$ cat config.mk
export PLATFORM = sky130hd
export DESIGN_NAME = pwm_center3
export DESIGN_NICKNAME = d
export VERILOG_FILES = /design/src/rtl/pwm_center3.sv
export SDC_FILE = /design/constraint.sdc
export NUM_CORES = 1
export LEC_CHECK = 0
export CORE_MARGIN = 4
export CORE_UTILIZATION = 40
export CTS_CLUSTER_SIZE = 40
export DETAILED_ROUTE_END_ITERATION = 8
export PLACE_DENSITY_LB_ADDON = 0.05
export RECOVER_POWER = 25
export SETUP_SLACK_MARGIN = 0.2
export SYNTH_ARGS = -nofsm -noshare
export SYNTH_HDL_FRONTEND = slang
export SYNTH_SLANG_ARGS = --single-unit
export TNS_END_PERCENT = 50
$ cat constraint.sdc
create_clock -name sysclk -period 2.2 [get_ports sysclk]
set_input_delay 0.66 -clock sysclk [delete_from_list [all_inputs] [get_ports sysclk]]
set_output_delay 0.66 -clock sysclk [all_outputs]
set_load 0.01 [all_outputs]
$ cat src/rtl/pwm_center3.sv
// pwm_center3 -- three-phase center-aligned PWM generator.
//
// A triangle carrier (0 -> PRD -> 0, period 2*PRD) is compared against
// per-phase active duty registers to form complementary high/low gate
// requests. Duty values are double-buffered: duty_ld captures them into
// pending registers, and they move to the active registers at the end of a
// carrier period (or at any time while idle), so a period is never split
// between two duty values. A latched fault shuts off all six gate requests.
//
// Ports:
//   sysclk       system clock, rising edge
//   global_rst   asynchronous active-low reset
//   en           1 = carrier runs, 0 = idle (counter held at 0, gates off)
//   duty_a/b/c   requested high-side on-time per phase, clamped to PRD
//   duty_ld      strobe: capture duty_a/b/c into the pending registers
//   fault        active-high trip request
//   fault_clr    strobe: clear the latched fault (ignored while fault=1)
//   pwm_xh/xl    phase x high/low gate requests (no dead time applied)
//   sync_zero    1-cycle pulse following carrier = 0
//   duty_ack     1-cycle pulse following a pending -> active transfer
//   fault_lat    latched fault status
//   cnt          carrier value
module pwm_center3 #(
  parameter int unsigned CW  = 16,
  parameter int unsigned PRD = 2500
) (
  input  logic          sysclk,
  input  logic          global_rst,
  input  logic          en,
  input  logic [CW-1:0] duty_a,
  input  logic [CW-1:0] duty_b,
  input  logic [CW-1:0] duty_c,
  input  logic          duty_ld,
  input  logic          fault,
  input  logic          fault_clr,
  output logic          pwm_ah,
  output logic          pwm_al,
  output logic          pwm_bh,
  output logic          pwm_bl,
  output logic          pwm_ch,
  output logic          pwm_cl,
  output logic          sync_zero,
  output logic          duty_ack,
  output logic          fault_lat,
  output logic [CW-1:0] cnt
);

  typedef enum logic {
    DIR_UP   = 1'b0,
    DIR_DOWN = 1'b1
  } dir_t;

  localparam logic [CW-1:0] PRD_V   = CW'(PRD);
  localparam logic [CW-1:0] LAST_UP = CW'(PRD - 1);
  localparam logic [CW-1:0] ONE     = CW'(1);

  dir_t          dir, dir_nxt;
  logic [CW-1:0] cnt_nxt;
  logic [CW-1:0] active       [3];
  logic [CW-1:0] pending      [3];
  logic [CW-1:0] duty_in      [3];
  logic [CW-1:0] duty_clamped [3];
  logic          pend;
  logic          xfer;
  logic          gate;
  logic          fault_lat_nxt;
  logic [2:0]    on;
  logic [2:0]    pwm_h;
  logic [2:0]    pwm_l;

  // Carrier next-state: up 0..PRD-1, turn at PRD, down to 1, wrap to 0.
  always_comb begin
    cnt_nxt = '0;
    dir_nxt = DIR_UP;
    if (en) begin
      unique case (dir)
        DIR_UP: begin
          if (cnt == LAST_UP) begin
            cnt_nxt = PRD_V;
            dir_nxt = DIR_DOWN;
          end else begin
            cnt_nxt = cnt + ONE;
            dir_nxt = DIR_UP;
          end
        end
        DIR_DOWN: begin
          if (cnt == ONE) begin
            cnt_nxt = '0;
            dir_nxt = DIR_UP;
          end else begin
            cnt_nxt = cnt - ONE;
            dir_nxt = DIR_DOWN;
          end
        end
      endcase
    end
  end

  // Compare: strict '<' going up and '<=' going down yields exactly
  // 2*active high cycles per period, centered on cnt = 0.
  always_comb begin
    duty_in[0] = duty_a;
    duty_in[1] = duty_b;
    duty_in[2] = duty_c;
    on         = '0;
    for (int unsigned i = 0; i < 3; i++) begin
      duty_clamped[i] = (duty_in[i] > PRD_V) ? PRD_V : duty_in[i];
      on[i] = (dir == DIR_UP) ? (cnt < active[i]) : (cnt <= active[i]);
    end
  end

  // Transfer at the last cycle of a period (down phase leaving 1) so the new
  // duty starts cleanly at cnt = 0, or at any time while idle.
  always_comb begin
    xfer          = pend & (~en | ((dir == DIR_DOWN) & (cnt == ONE)));
    gate          = en & ~fault & ~fault_lat;
    fault_lat_nxt = fault | (fault_lat & ~fault_clr);
  end

  always_ff @(posedge sysclk or negedge global_rst) begin
    if (!global_rst) begin
      cnt       <= '0;
      dir       <= DIR_UP;
      pend      <= 1'b0;
      duty_ack  <= 1'b0;
      sync_zero <= 1'b0;
      fault_lat <= 1'b0;
      pwm_h     <= '0;
      pwm_l     <= '0;
      for (int unsigned i = 0; i < 3; i++) begin
        active[i]  <= '0;
        pending[i] <= '0;
      end
    end else begin
      cnt       <= cnt_nxt;
      dir       <= dir_nxt;
      // A load coinciding with a transfer keeps pend set for the new value.
      pend      <= duty_ld | (pend & ~xfer);
      duty_ack  <= xfer;
      sync_zero <= en & (cnt == '0);
      fault_lat <= fault_lat_nxt;
      pwm_h     <= {3{gate}} & on;
      pwm_l     <= {3{gate}} & ~on;
      for (int unsigned i = 0; i < 3; i++) begin
        if (xfer) begin
          active[i] <= pending[i];
        end
        if (duty_ld) begin
          pending[i] <= duty_clamped[i];
        end
      end
    end
  end

  assign pwm_ah = pwm_h[0];
  assign pwm_al = pwm_l[0];
  assign pwm_bh = pwm_h[1];
  assign pwm_bl = pwm_l[1];
  assign pwm_ch = pwm_h[2];
  assign pwm_cl = pwm_l[2];

endmodule

==> flow_summary.json <==
{
  "grtUsageTotal_pct": 19.7,
  "cap_violations": 0,
  "cts_tree": "yes",
  "timing.final.crit_share_pct": 95.9,
  "synth-seq-cells": 123,
  "portBuffers": 78,
  "dp_hpwl_um": 12700,
  "cp_num_buf_inv": 2,
  "cts_inserted_buffers": 17,
  "slew_violations": 0,
  "hp-class": "in -> async",
  "internal_power_mw": 4.44,
  "wl_per_cell_um": 17.6,
  "pwr-share-seq_pct": 40.2,
  "setup-tns-final_ns": 0,
  "synth-xor-area-share_pct": 1.73,
  "power.switching_mw": 1.35,
  "clockBufferDepth": 2,
  "synth_flop_cell": "dfrtp_1",
  "initial_core_util_pct": 41.1,
  "grt_pass1_wl_um": 28200,
  "leakage_nw": 4.46,
  "yosysUniqueCellTypes": 63,
  "num-nets-final": 887,
  "root_buffer": "clkbuf_16",
  "synth_edf_count": 0,
  "status": "finished clean",
  "final_hold_viol_count": 0,
  "place_ws_ns": -0.308,
  "syn_nets": 698,
  "tightest_slew_ns": 0.994,
  "drt-initial-drc-count": 203,
  "cp-start-kind": "register",
  "antenna_cells": 0,
  "dr.pass1.iters": 4,
  "fmax_mhz": 474,
  "post-route-drc-count": 0,
  "final_common_cell": "dfrtp_1",
  "area.sequential_mm2": 0.00310,
  "final_area_mm2": 0.00951,
  "via_count": 5360,
  "place_inst": 933,
  "fin_util_pct": 59.5,
  "layout_setup_ws_ns": 0.0902,
  "powerDensity_mw_per_mm2": 608,
  "muxShareOfSynthArea_pct": 8.77,
  "cpPeakStageDelay_ns": 0.44,
  "cp_max_fo": 25,
  "clk_pin_slew_worst_paths_ns": 0.06,
  "multi_input_area_mm2": 0.00349,
  "seq_area_frac_synth_pct": 46.8,
  "cp.required_ns": 2.50,
  "gp_congestion": 0.874,
  "die_h_um": 136,
  "final_cell_mix": "108 x dfrtp_1, 88 x buf_4, 61 x clkdlybuf4s50_1",
  "overflow": 0,
  "core_mm2": 0.0160,
  "die-area_mm2": 0.0186,
  "rows": 46,
  "drive_gt1_share_pct": 33.8,
  "worstSetupEndpointType": "register",
  "antenna_found_initial": 0,
  "worstSetupPathType": "reg -> reg",
  "min_period_ns": 2.11,
  "postSynthCellCount": 592,
  "syn_area_mm2": 0.00658,
  "slew_headroom_pct": 33.7,
  "swShare_pct": 23.3,
  "grt_pass1_vias": 5506,
  "clock-sinks": 123,
  "die_x_um": 136,
  "synth-adder-area-share_pct": 9.89,
  "synth_compound_area_share_pct": 13.7,
  "path_cells": "buf_4 -> nor4_4 -> nand4_4 -> o21ai_4 -> nand2_4 -> buf_12 -> mux2_4",
  "skew_ns": 0.00680,
  "post_dp_cell_area_mm2": 0.00815,
  "grt_max_degree": 35,
  "area_growth_pct": 44.6,
  "h-tree-depth": 4,
  "cp_slowest_cell": "dfrtp_2",
  "whs_ns": 0.403,
  "synth_top_family_by_area": "compound AO/OA/AOI/OAI gates",
  "fill_cells": 1365,
  "ys_async_sr_fraction_pct": 100,
  "synth-simple-area-share_pct": 13.6,
  "rsz0062_at_grt": "true",
  "via_per_inst": 5.31,
  "synth_warnings": 0,
  "comb_power_share_pct": 10.7,
  "finalSetupViolCount": 0,
  "totalWireLength_um": 17800,
  "crit_family": "simple AND/OR/NAND/NOR gates",
  "drtAntennaViolNets": 0,
  "ir_worst_vdd_mv": 0.561,
  "io_pins": 79,
  "clkPwrFrac_pct": 49.1,
  "final_cells": 1010,
  "total_power_mw": 5.79,
  "crit_arrival_ns": 2.41,
  "clk_latency_ns": 0.41,
  "syn_avg_cell_area_um2": 11.1
}
==> registers in the layout (all words and copies together) (netlist names) <==
name and cells:
pwm_h 3, duty_ack 1, cnt 16, dir 1, active 48, pending 48, sync_zero 1, pwm_l 3
pend 1, fault_lat 1
==> Yosys cell counts, types with 2 or more instances <==
master	n	share of area [%]
nor4_4	2	0.65
o31ai_1	2	0.23
nor4b_1	2	0.27
a221oi_1	6	0.80
nor2b_1	13	1.2
nand4_1	19	1.8
and3_1	7	0.67
a211oi_1	2	0.23
and4_1	5	0.67
nor2_1	19	1.1
nor4_1	7	0.67
dfrtp_1	123	47
or4_1	3	0.34
and2_1	5	0.48
o21ai_0	12	0.91
nand2_1	26	1.5
a22o_1	17	2.3
a21oi_1	26	2.0
buf_2	9	0.68
a221o_1	3	0.46
o22a_1	15	2.0
o22ai_1	3	0.29
xnor2_1	4	0.53
and3b_1	2	0.27
o2bb2ai_1	3	0.40
o221ai_1	5	0.67
o211ai_1	3	0.34
inv_1	62	3.5
o21a_1	4	0.46
mux2_4	10	2.3
buf_6	4	0.68
xor2_1	9	1.2
o211a_1	2	0.30
a21o_1	7	0.80
or3_1	4	0.38
mux2_2	37	6.3
nor3_1	12	0.91
o41ai_1	2	0.27
ha_1	52	9.9
clkbuf_1	10	0.57
a21boi_0	2	0.23
nand3_1	11	0.84
==> power by group through the flow <==
stage	Sequential, mW	Combinational, mW	Clock, mW
6_report	2.33	0.616	2.84
2_1_floorplan	2.37	0.235	0
4_1_cts	2.33	0.603	2.89
5_1_grt	2.33	0.676	2.99
3_3_place_gp	2.37	0.550	0
3_5_place_dp	2.37	0.561	0
==> path summary, 6_finish.rpt <==
check,start,to,slack [ns],cells past startpoint
hold reg to reg,pending[31],active[31],0.49,1
setup reg to reg,cnt[9],active[29],0.09,7
max in group asynchronous,global_rst,cnt[3],0.69,2
hold / removal,global_rst,sync_zero,0.40,1
min in group sysclk,pending[31],active[31],0.49,1
setup / recovery,cnt[9],active[29],0.09,7
==> cell type report <==
class                   instances  share of cell area, %
well taps                     216                   2.84
multi-input cells             383                   36.7
clock buffers                  19                   4.66
repair buffers                194                   19.0
inverters                      62                   2.47
flip-flops and latches        123                   32.6
clock inverters                13                   1.78
==> repair_timing <==
action / in CTS / in global routing
endpoints found under the hold margin: 0 / 0
hold buffers: 0 / 0
pin swaps: 18 / 35
setup endpoints to repair: 88 / 83
gates resized for setup: 61 / 45
buffers inserted: 30 / 12
cloned: 2 / 1
==> logic make-up after synthesis <==
logic type / count (synthesis)
muxes: 48
AOI/OAI and AO/OA: 122
DFF: 123
and+or+nand+nor: 148
buffers and inverters: 86
adders and majority gates: 52
xor gates and xnor gates: 13
==> metal layers <==
layer	vias to the layer above	wire length, µm	track usage [%]	share of wire [%]
li1	2554	-	-	-
met1	2662	7460	25.0	42
met2	118	9130	33.6	51
met3	26	892	4.52	5.0
met4	0	317	5.43	1.8
met5	-	0	0	0
No activity file was read; power rests on OpenSTA's default activity.
